**src/rtl/mult_pipe_sgn.sv**
```systemverilog
// Pipelined N x M shift-add multiplier with per-op signed/unsigned mode, full-pipe stall,
// tag passthrough and optional output narrowing. Define MULT_SAT_EN to saturate narrowed results.
module mult_pipe_sgn #(
  parameter int unsigned N  = 8,
  parameter int unsigned M  = 4,
  parameter int unsigned TW = 4,
  parameter int unsigned OW = N + M
) (
  input  logic          clk,
  input  logic          rst,
  input  logic          in_vld,
  output logic          in_rdy,
  input  logic          sgn,
  input  logic [N-1:0]  mult1,
  input  logic [M-1:0]  mult2,
  input  logic [TW-1:0] tag_in,
  output logic          out_vld,
  input  logic          out_rdy,
  output logic [OW-1:0] res,
  output logic [TW-1:0] tag_out,
  output logic          ovf
);

  localparam int unsigned W = N + M;
  // Stages 0..M-2 accumulate; the output register is the M-th stage.
  localparam int unsigned S = M - 1;

  logic          vld_q [0:S-1];
  logic          vld_d [0:S-1];
  logic [W-1:0]  acc_q [0:S-1];
  logic [W-1:0]  acc_d [0:S-1];
  logic [W-1:0]  a_q   [0:S-1];
  logic [W-1:0]  a_d   [0:S-1];
  logic [M-1:0]  b_q   [0:S-1];
  logic [M-1:0]  b_d   [0:S-1];
  logic          sgn_q [0:S-1];
  logic          sgn_d [0:S-1];
  logic [TW-1:0] tag_q [0:S-1];
  logic [TW-1:0] tag_d [0:S-1];

  logic          out_vld_q, out_vld_d;
  logic [OW-1:0] res_q, res_d;
  logic [TW-1:0] tag_out_q, tag_out_d;
  logic          ovf_q, ovf_d;

  logic          stall_c;
  logic [W-1:0]  a_ext_c;
  logic [W-1:0]  pp_last_c;
  logic [W-1:0]  prod_c;
  logic [OW-1:0] res_c;
  logic          ovf_c;

  assign stall_c = out_vld_q & ~out_rdy;
  assign in_rdy  = ~stall_c;
  assign a_ext_c = {{M{sgn & mult1[N-1]}}, mult1};

  // Multiplicand travels pre-shifted and the multiplier pre-shifted right, so every
  // stage consumes bit 0 of b against a.
  always_comb begin
    for (int i = 0; i < S; i++) begin
      vld_d[i] = vld_q[i];
      acc_d[i] = acc_q[i];
      a_d[i]   = a_q[i];
      b_d[i]   = b_q[i];
      sgn_d[i] = sgn_q[i];
      tag_d[i] = tag_q[i];
    end
    if (!stall_c) begin
      vld_d[0] = in_vld;
      acc_d[0] = mult2[0] ? a_ext_c : W'(0);
      a_d[0]   = a_ext_c << 1;
      b_d[0]   = mult2 >> 1;
      sgn_d[0] = sgn;
      tag_d[0] = tag_in;
      for (int i = 1; i < S; i++) begin
        vld_d[i] = vld_q[i-1];
        acc_d[i] = acc_q[i-1] + (b_q[i-1][0] ? a_q[i-1] : W'(0));
        a_d[i]   = a_q[i-1] << 1;
        b_d[i]   = b_q[i-1] >> 1;
        sgn_d[i] = sgn_q[i-1];
        tag_d[i] = tag_q[i-1];
      end
    end
  end

  // Final partial product carries negative weight for signed ops.
  always_comb begin
    pp_last_c = b_q[S-1][0] ? a_q[S-1] : W'(0);
    prod_c    = sgn_q[S-1] ? (acc_q[S-1] - pp_last_c) : (acc_q[S-1] + pp_last_c);
  end

  if (OW < W) begin : g_narrow
    logic [W-OW:0] hi_s_c;
    logic          fit_s_c;
    logic          fit_u_c;

    assign hi_s_c  = prod_c[W-1:OW-1];
    assign fit_s_c = (hi_s_c == '0) || (hi_s_c == '1);
    assign fit_u_c = (prod_c[W-1:OW] == '0);
    assign ovf_c   = sgn_q[S-1] ? ~fit_s_c : ~fit_u_c;

`ifdef MULT_SAT_EN
    always_comb begin
      res_c = prod_c[OW-1:0];
      if (ovf_c) begin
        if (sgn_q[S-1]) begin
          res_c = prod_c[W-1] ? {1'b1, {(OW-1){1'b0}}} : {1'b0, {(OW-1){1'b1}}};
        end else begin
          res_c = '1;
        end
      end
    end
`else
    assign res_c = prod_c[OW-1:0];
`endif
  end else begin : g_full
    assign res_c = prod_c;
    assign ovf_c = 1'b0;
  end

  // Result fields only reload when a valid op leaves the last accumulate stage.
  always_comb begin
    out_vld_d = out_vld_q;
    res_d     = res_q;
    tag_out_d = tag_out_q;
    ovf_d     = ovf_q;
    if (!stall_c) begin
      out_vld_d = vld_q[S-1];
      if (vld_q[S-1]) begin
        res_d     = res_c;
        tag_out_d = tag_q[S-1];
        ovf_d     = ovf_c;
      end
    end
  end

  always_ff @(posedge clk or posedge rst) begin
    if (rst) begin
      for (int i = 0; i < S; i++) begin
        vld_q[i] <= 1'b0;
        acc_q[i] <= '0;
        a_q[i]   <= '0;
        b_q[i]   <= '0;
        sgn_q[i] <= 1'b0;
        tag_q[i] <= '0;
      end
      out_vld_q <= 1'b0;
      res_q     <= '0;
      tag_out_q <= '0;
      ovf_q     <= 1'b0;
    end else begin
      for (int i = 0; i < S; i++) begin
        vld_q[i] <= vld_d[i];
        acc_q[i] <= acc_d[i];
        a_q[i]   <= a_d[i];
        b_q[i]   <= b_d[i];
        sgn_q[i] <= sgn_d[i];
        tag_q[i] <= tag_d[i];
      end
      out_vld_q <= out_vld_d;
      res_q     <= res_d;
      tag_out_q <= tag_out_d;
      ovf_q     <= ovf_d;
    end
  end

  assign out_vld = out_vld_q;
  assign res     = res_q;
  assign tag_out = tag_out_q;
  assign ovf     = ovf_q;

endmodule
```
**config.mk**
```make
export PLATFORM = sky130hd
export DESIGN_NAME = mult_pipe_sgn
export DESIGN_NICKNAME = d
export VERILOG_FILES = /design/src/rtl/mult_pipe_sgn.sv
export SDC_FILE = /design/constraint.sdc
export NUM_CORES = 1
export LEC_CHECK = 0
export BUFFER_PORTS_ARGS = -buffer_cell sky130_fd_sc_hd__buf_2
export CAP_MARGIN = 20
export CORE_MARGIN = 2
export CORE_UTILIZATION = 60
export DETAILED_ROUTE_END_ITERATION = 8
export PLACE_DENSITY = 0.8
export SLEW_MARGIN = 20
export SYNTH_ARGS = -nofsm -noshare
export SYNTH_HDL_FRONTEND = slang
export SYNTH_SLANG_ARGS = --single-unit
```
**constraint.sdc**
```tcl
create_clock -name clk -period 3.64 [get_ports clk]
set_input_delay 0.364 -clock clk [delete_from_list [all_inputs] [get_ports clk]]
set_output_delay 0.364 -clock clk [all_outputs]
set_load 0.05 [all_outputs]
```
==> reports/metrics.cfg, run 1 <==
[cts]
post_cts_hold_buffer_count=0
cts_inserted_buffers=9
worst_setup_hold_path_clk_slew_ns=0.10
cts-root-buf=sky130_fd_sc_hd__clkbuf_8
post-cts-setup-buffer-count=0
worst_skew_late_latency_ns=0.37
tritoncts_clock_tree=built
cts.htree.levels=3
cts_buffer_depth=2
cts.repair.resized=0
clock_sinks=101

[routing]
first_iter_violations=180
vias_per_cell=5.33
remaining_drc_errors=0
postRouteAntennaNets=0
postRouteWirelength_mm=9.23
drt-wirelength-per-cell_microns=13.1
drt_pre_antenna_iters=4
route.vias.total=3750

[setup_path]
timing.critical_path.mode_cell=sky130_fd_sc_hd__ha_1
maximum_fanout_count_along_the_critical_path=12
cell_by_cell_trace_of_the_critical_path=nand2_1 -> ha_1 -> nor2_1 -> xor2_1 -> ha_1 -> or3_4 -> o221a_4 -> a311o_1 -> a21oi_2 -> xnor2_1 -> o21ai_1
worstSetupStartpointType=flip-flop
cp_data_arrival_time_ns=3.35
critPathLaunch=b_q[0]
cpPeakStageDelay_ns=0.56
worst-setup-path-type=flip-flop to flip-flop
critical_path_buffers_and_inverters=0
worst_ep_required_time_ns=3.86
worstReg2RegStart=b_q[0]
critical-path-top-delay-family=compound AO/OA/AOI/OAI gates
worstSetupEndpointType=flip-flop
crit_path_top_delay_cell=sky130_fd_sc_hd__dfrtp_1

[floorplanning]
start_util_pct=61.7
floorplan.die_area_sq_um=9160
design.portCount=40
chipWidth_microns=95.7
fp.dieH_microns=95.7
core_region_area_sq_um=8180
placement_rows=33

[final_layout]
nets=644
layout_cells_sized_above_1_pct=12.0
layout.area.seq_sq_um=2530
final_core_utilization_pct=67.4
layout-area-overhead-vs-synth_pct=9.25
area_taken_by_multi_input_logic_gates_sq_um=2400
num_antenna_cells=0
nFillCells=674

[timing]
grt_setup_unrepaired=no
period_needed_ns=3.13
setup_slack_ns=0.511
timing.max_slew.rel_slack_pct=41.7
worstMarginPinSlew_ns=0.873
finClkSkew_ns=0.0118
max_clock_freq_mhz=320
setup_viol=0
hold_violations=0
finalCritPeriodShare_pct=86.0
slew_violations=0
fin_tns_setup_ns=0

[grt]
groute.layer.met2.usage_pct=39.1
groute.layer.met1.usage_pct=27.7
wire_length_of_the_first_global_routing_pass_mm=16.1
initial_antenna_violation_count=0
largest_net_degree_at_the_start_of_global_routing=86
most_crowded_layer_gr=met2
first_global_vias=3639
grt_util_all_layers_pct=22.3
grt.overflow.total=0
met3_use_gr_pct=3.37

[worst_hold_path]
min-delay-path-class=input port to async pin

[placed_design]
dp_hpwl_mm=6.47
numPortBuffers=38
gpl.final_weighted_congestion=0.884
post-place-ws_ns=0.513

[logic_synthesis]
avgSynthCellArea_sq_um=8.93
synth.cell_area_sq_um=5050
post_synth_main_area_contributors=sky130_fd_sc_hd__dfrtp_1, sky130_fd_sc_hd__nand2_1, sky130_fd_sc_hd__ha_1
post_synth_inst_count=565
post_synth_num_cell_types=44
synth_top_cell_area_share_pct=50.1
synth_warnings=0
syn-num-nets=615
synth.ff_latch_count=101
synth-seq-area-share_pct=50.1
yosys.area.top_type=sky130_fd_sc_hd__dfrtp_1

[pwr]
total_power_density_per_cell_area_nw_per_um2=951
total_leakage_power_uw=0.00285
vdd.ir_drop.worst_v=0.000457

[job]
maxCapViolations=0

[outcome]
outcome=completed

-- layout by cell type (no fill, tap or decap), types with 5 or more instances in the layout --
master,count
sky130_fd_sc_hd__mux2_2,6
sky130_fd_sc_hd__xor2_1,12
sky130_fd_sc_hd__clkbuf_8,9
sky130_fd_sc_hd__and2_1,18
sky130_fd_sc_hd__nand3_1,12
sky130_fd_sc_hd__a21oi_1,21
sky130_fd_sc_hd__dfrtp_1,101
sky130_fd_sc_hd__o21ai_1,16
sky130_fd_sc_hd__xnor2_1,13
sky130_fd_sc_hd__nor2_1,19
sky130_fd_sc_hd__a21o_1,7
sky130_fd_sc_hd__o21ai_0,6
sky130_fd_sc_hd__buf_2,38
sky130_fd_sc_hd__a31oi_1,5
sky130_fd_sc_hd__nand2_1,219
sky130_fd_sc_hd__inv_1,6
sky130_fd_sc_hd__nor3_1,9
sky130_fd_sc_hd__ha_1,27
-- sequential cells by signal, summed over array words and instances (netlist names) --
name	cells
acc_q	33
a_q	27
res	12
tag_q	12
b_q	6
tag_out	4
sgn_q	3
vld_q	3
out_vld	1
-- kinds of logic after synthesis --
| group | Yosys count | share of synthesized area, % |
|---|---|---|
| AOI/OAI and AO/OA | 77 | 9.72 |
| xor gates and xnor gates | 25 | 4.34 |
| and+or+nand+nor | 292 | 24.1 |
| buffers and inverters | 32 | 2.45 |
| DFF | 101 | 50.1 |
| adders and majority gates | 29 | 7.49 |
| other | 1 | 0.0743 |
| muxes | 8 | 1.79 |
-- report_power, final --
group,internal (uW),switching [uW]
Combinational,1030,1570
Clock,323,390
Sequential,1590,343
-- worst paths after layout --
path,slack (ns),to,cells past startpoint
max in group asynchronous,2.82,acc_q[31],3
worst min register to register,0.47,b_q[10],2
min in group clk,0.18,b_q[8],3
worst min-delay path,0.04,acc_q[0],2
worst max-delay path,0.51,res[11],11
worst max register to register,0.51,res[11],11
-- metrics by stage --
stage	hold slack, ns	cell area [sq um]	total power (uW)	cells
global placement	0.435	5310	4420	688
global route	0.0716	5510	5680	704
floorplan	0.432	5050	4010	565
CTS	0.0430	5510	5270	704
finish	0.0379	5510	5240	704
detailed placement	0.445	5310	4560	688
-- synthesized netlist by cell type --
| library cell | instances |
|---|---|
| sky130_fd_sc_hd__clkbuf_1 | 19 |
| sky130_fd_sc_hd__dfrtp_1 | 101 |
| sky130_fd_sc_hd__buf_1 | 4 |
| sky130_fd_sc_hd__o21ai_0 | 6 |
| sky130_fd_sc_hd__nor4b_1 | 1 |
| sky130_fd_sc_hd__o22ai_1 | 1 |
| sky130_fd_sc_hd__nand2b_1 | 4 |
| sky130_fd_sc_hd__o21a_2 | 1 |
| sky130_fd_sc_hd__o31ai_1 | 3 |
| sky130_fd_sc_hd__a311o_1 | 2 |
| sky130_fd_sc_hd__a21oi_2 | 1 |
| sky130_fd_sc_hd__o21ai_1 | 16 |
| sky130_fd_sc_hd__fa_1 | 2 |
| sky130_fd_sc_hd__o211ai_1 | 1 |
| sky130_fd_sc_hd__and2_1 | 18 |
| sky130_fd_sc_hd__o221a_4 | 1 |
| sky130_fd_sc_hd__o21a_1 | 2 |
| sky130_fd_sc_hd__and3_1 | 1 |
| sky130_fd_sc_hd__o311ai_1 | 3 |
| sky130_fd_sc_hd__a31o_2 | 1 |
| sky130_fd_sc_hd__a22o_1 | 1 |
| sky130_fd_sc_hd__nor2b_1 | 4 |
| sky130_fd_sc_hd__nor4_1 | 1 |
| sky130_fd_sc_hd__mux2_2 | 6 |
| sky130_fd_sc_hd__xnor2_1 | 13 |
| sky130_fd_sc_hd__buf_4 | 1 |
| sky130_fd_sc_hd__o21bai_1 | 4 |
| sky130_fd_sc_hd__a21oi_1 | 21 |
| sky130_fd_sc_hd__ha_1 | 27 |
| sky130_fd_sc_hd__or3_4 | 1 |
| sky130_fd_sc_hd__a21o_1 | 7 |
| sky130_fd_sc_hd__or3_1 | 1 |
| sky130_fd_sc_hd__nand3b_1 | 1 |
| sky130_fd_sc_hd__a211o_1 | 1 |
| sky130_fd_sc_hd__conb_1 | 1 |
| sky130_fd_sc_hd__mux2_1 | 2 |
| sky130_fd_sc_hd__a31oi_1 | 5 |
| sky130_fd_sc_hd__inv_1 | 8 |
| sky130_fd_sc_hd__nand3_1 | 12 |
| sky130_fd_sc_hd__or2_2 | 1 |
| sky130_fd_sc_hd__nor3_1 | 9 |
| sky130_fd_sc_hd__nand2_1 | 219 |
| sky130_fd_sc_hd__nor2_1 | 19 |
| sky130_fd_sc_hd__xor2_1 | 12 |
-- final cells by class --
| cell class | instances | share of cell area, % |
|---|---|---|
| inverter | 8 | 0.590 |
| clock buffer | 10 | 2.32 |
| sequential | 101 | 45.8 |
| tap | 105 | 2.38 |
| timing repair buffer | 42 | 3.99 |
| clock inverter | 6 | 1.29 |
| multi-input combinational | 432 | 43.6 |
-- layer usage --
layer  up-vias  part of all wire (%)  wire (microns)
met1      1752                    45            4200
met5         -                     0               0
met4         0                   2.2             200
met3        18                   2.7             246
li1       1918                     -               -
met2        62                    50            4580
Power figures use the tool's default switching activity.
==> run 2: changes to the inputs <==
--- a/config.mk
+++ b/config.mk
@@ -5,13 +5,16 @@
 export SDC_FILE = /design/constraint.sdc
 export NUM_CORES = 1
 export LEC_CHECK = 0
+export ABC_AREA = 1
 export BUFFER_PORTS_ARGS = -buffer_cell sky130_fd_sc_hd__buf_2
 export CAP_MARGIN = 20
 export CORE_MARGIN = 2
 export CORE_UTILIZATION = 60
+export CTS_BUF_LIST = sky130_fd_sc_hd__clkbuf_8
 export DETAILED_ROUTE_END_ITERATION = 8
 export PLACE_DENSITY = 0.8
 export SLEW_MARGIN = 20
 export SYNTH_ARGS = -nofsm -noshare
 export SYNTH_HDL_FRONTEND = slang
 export SYNTH_SLANG_ARGS = --single-unit
+export TNS_END_PERCENT = 1
==> reports/metrics.cfg, run 2 <==
[outcome]
outcome=completed

[final_layout]
nets=767  ; +19%
num_antenna_cells=0  ; unchanged
layout_commonest_cell=sky130_fd_sc_hd__nand2_1
final_core_utilization_pct=66.8  ; -0.61 points
layout-area-overhead-vs-synth_pct=8.29
largest_register_ffs=33  ; unchanged
largest-register=acc_q
nFillCells=756  ; +12%
leading_cell_types_in_the_layout_fill_and_taps_excluded=sky130_fd_sc_hd__nand2_1, sky130_fd_sc_hd__dfrtp_1, sky130_fd_sc_hd__inv_1
layout.area.seq_sq_um=2530  ; unchanged
area_taken_by_multi_input_logic_gates_sq_um=2380  ; -0.99%
layout_cells_sized_above_1_pct=9.43  ; -2.6 points
biggestRegsByFlops=acc_q (33), a_q (27)

[floorplanning]
design.portCount=40  ; unchanged
placement_rows=34  ; +3.0%
fp.dieH_microns=98.5  ; +2.9%
core_region_area_sq_um=8680  ; +6.2%
floorplan.die_area_sq_um=9700  ; +5.9%
chipWidth_microns=98.5  ; +2.9%
start_util_pct=61.7  ; about the same

[grt]
grt_util_all_layers_pct=23.8  ; +1.5 points
grt.overflow.total=0  ; unchanged
first_global_vias=4233  ; +16%
initial_antenna_violation_count=0  ; unchanged
wire_length_of_the_first_global_routing_pass_mm=18.9  ; +18%
largest_net_degree_at_the_start_of_global_routing=87  ; +1.2%

[routing]
first_iter_violations=317  ; +76%
remaining_drc_errors=0  ; unchanged
postRouteAntennaNets=0  ; unchanged
route.vias.total=4358  ; +16%
vias_per_cell=5.26  ; -1.3%
drt-wirelength-per-cell_microns=12.7  ; -3.3%
drt_pre_antenna_iters=5  ; +1
postRouteWirelength_mm=10.5  ; +14%

[job]
maxCapViolations=0  ; unchanged

[timing]
final.hold.worst_slack_ns=0.103  ; +0.0656 ns
timing.max_slew.rel_slack_pct=40.2  ; -1.4 points
worstMarginPinSlew_ns=0.896  ; +0.0227 ns
period_needed_ns=2.59  ; -0.541 ns
setup_slack_ns=1.05  ; +0.541 ns
max_clock_freq_mhz=386  ; +21%
fin_tns_setup_ns=0  ; unchanged
finClkSkew_ns=0.0133  ; +0.00154 ns
setup_viol=0  ; unchanged
hold_violations=0  ; unchanged
finalCritPeriodShare_pct=71.1  ; -15 points
slew_violations=0  ; unchanged
grt_setup_unrepaired=no

[cts]
worst_skew_late_latency_ns=0.37  ; about the same
cts.repair.resized=0  ; unchanged
cts_inserted_buffers=9  ; unchanged
post-cts-setup-buffer-count=0  ; unchanged
cts.htree.levels=3  ; unchanged
clock_sinks=101  ; unchanged
cts-root-buf=sky130_fd_sc_hd__clkbuf_8
worst_setup_hold_path_clk_slew_ns=0.10  ; about the same
cts_buffer_depth=2  ; unchanged
post_cts_hold_buffer_count=0  ; unchanged
tritoncts_clock_tree=built

[logic_synthesis]
synth.ff_latch_count=101  ; unchanged
synth.cell_area_sq_um=5360  ; +6.1%
synth_warnings=0  ; unchanged
avgSynthCellArea_sq_um=7.77  ; -13%
synth_top_cell_area_share_pct=47.2  ; -2.9 points
ys_async_sr_fraction_pct=100  ; unchanged
yosys.area.top_type=sky130_fd_sc_hd__dfrtp_1
synthFlopType=sky130_fd_sc_hd__dfrtp_1
synth_commonest_cells=sky130_fd_sc_hd__nand2_1, sky130_fd_sc_hd__dfrtp_1, sky130_fd_sc_hd__inv_1
syn-num-nets=739  ; +20%
post_synth_num_cell_types=34  ; -23%
synth-seq-area-share_pct=47.2  ; -2.9 points
number_of_flops_mapped_to_enable_cells_by_yosys=0  ; unchanged
post_synth_main_area_contributors=sky130_fd_sc_hd__dfrtp_1, sky130_fd_sc_hd__nand2_1, sky130_fd_sc_hd__o21ai_0
synth_most_common_cell=sky130_fd_sc_hd__nand2_1
post_synth_inst_count=689  ; +22%

[setup_path]
worst-setup-path-type=flip-flop to flip-flop
worst_ep_required_time_ns=3.90  ; +0.04 ns
cp_data_arrival_time_ns=2.84  ; -0.51 ns
maximum_fanout_count_along_the_critical_path=14  ; +2
cpPeakStageDelay_ns=0.63  ; +0.07 ns
worstSetupEndpointType=flip-flop
crit_path_top_delay_cell=sky130_fd_sc_hd__dfrtp_1
timing.critical_path.mode_cell=sky130_fd_sc_hd__nand2_1
worstSetupStartpointType=flip-flop
cell_by_cell_trace_of_the_critical_path=nand2_1 -> nand2_2 -> a21oi_2 -> or2_1 -> xor2_1 -> inv_1 -> ha_1 -> nand2_1 -> inv_1 -> nand2_1 -> nand3_1 -> nand3_1 -> nand2_1 -> nand2_1 -> nand3_1 -> nand2_1

[pwr]
finalPower_uw=5680  ; +8.4%
total_leakage_power_uw=0.00325  ; +14%
vdd.ir_drop.worst_v=0.000387  ; -15%
total_power_density_per_cell_area_nw_per_um2=980  ; +3.0%

[placed_design]
numPortBuffers=38  ; unchanged
post-place-ws_ns=1.06  ; +0.551 ns
gpl.final_weighted_congestion=0.956  ; +8.1%
dp_hpwl_mm=7.38  ; +14%

[worst_hold_path]
min-delay-path-class=input port to async pin

run 2: cell count changes after synthesis, moves of 16 or more:
cell	delta
sky130_fd_sc_hd__inv_1	+78
sky130_fd_sc_hd__o21ai_0	+66
sky130_fd_sc_hd__and2_1	-18
sky130_fd_sc_hd__nand3_1	+18
sky130_fd_sc_hd__o21ai_1	-16
sky130_fd_sc_hd__nand2_1	+42
run 2: per-stage QoR:
step / instances / cell area [sq um]
after detailed placement: 814 / 5580
after global placement: 814 / 5580
after floorplan: 689 / 5360
after global routing: 829 / 5800
after CTS: 829 / 5800
final: 829 / 5800
run 2: kinds of logic (layout without fill, tap and decap cells):
| kind of cell | Yosys count | count (layout) | share of synthesized area [%] |
|---|---|---|---|
| other | 1 | 1 | 0.0700 |
| adders and majority gates | 29 | 29 | 7.06 |
| AOI/OAI and AO/OA | 100 | 100 | 9.70 |
| buffers and inverters | 111 | 143 | 8.39 |
| xor gates and xnor gates | 14 | 14 | 2.29 |
| and+or+nand+nor | 333 | 333 | 25.3 |
| DFF | 101 | 101 | 47.2 |
run 2: layout make-up:
cell class	count	share of cell area (%)
clock buffer	9	2.14
clock inverter	6	1.53
inverter	87	5.74
multi-input combinational	477	41.0
sequential	101	43.6
tap	108	2.33
timing repair buffer	41	3.67
run 2: final timing paths:
kind                       slack [ns]  cells past startpoint       end  startpoint
min reg2reg                      0.47                      2  tag_q[1]    tag_q[5]
max reg2reg                      1.05                     16    res[9]      b_q[0]
min                              0.10                      2    res[3]         rst
max in group asynchronous        2.79                      3   a_q[31]         rst
min in group clk                 0.20                      3  tag_q[9]   tag_in[1]
max                              1.05                     16    res[9]      b_q[0]
run 2: layer usage:
layer,track usage (%),wire (microns),vias to the layer above
met5,0,0,-
met4,8.11,223,0
met3,4.89,465,19
met2,39.0,5100,108
met1,31.9,4710,2017
li1,-,-,2214
run 2: where the power goes:
group / switching (uW) / internal (uW) / total [uW]
sequential: 328 / 1580 / 1910
combinational: 2000 / 1020 / 3020
clock: 369 / 385 / 754
run 2: worst max-delay path, delay by kind of cell (launching register included):
kind,cells,cell delay [ns]
adders and majority gates,1,0.34
buffers and inverters,2,0.13
AOI/OAI and AO/OA,1,0.04
xor gates and xnor gates,1,0.13
DFF,1,0.63
and+or+nand+nor,11,1.20
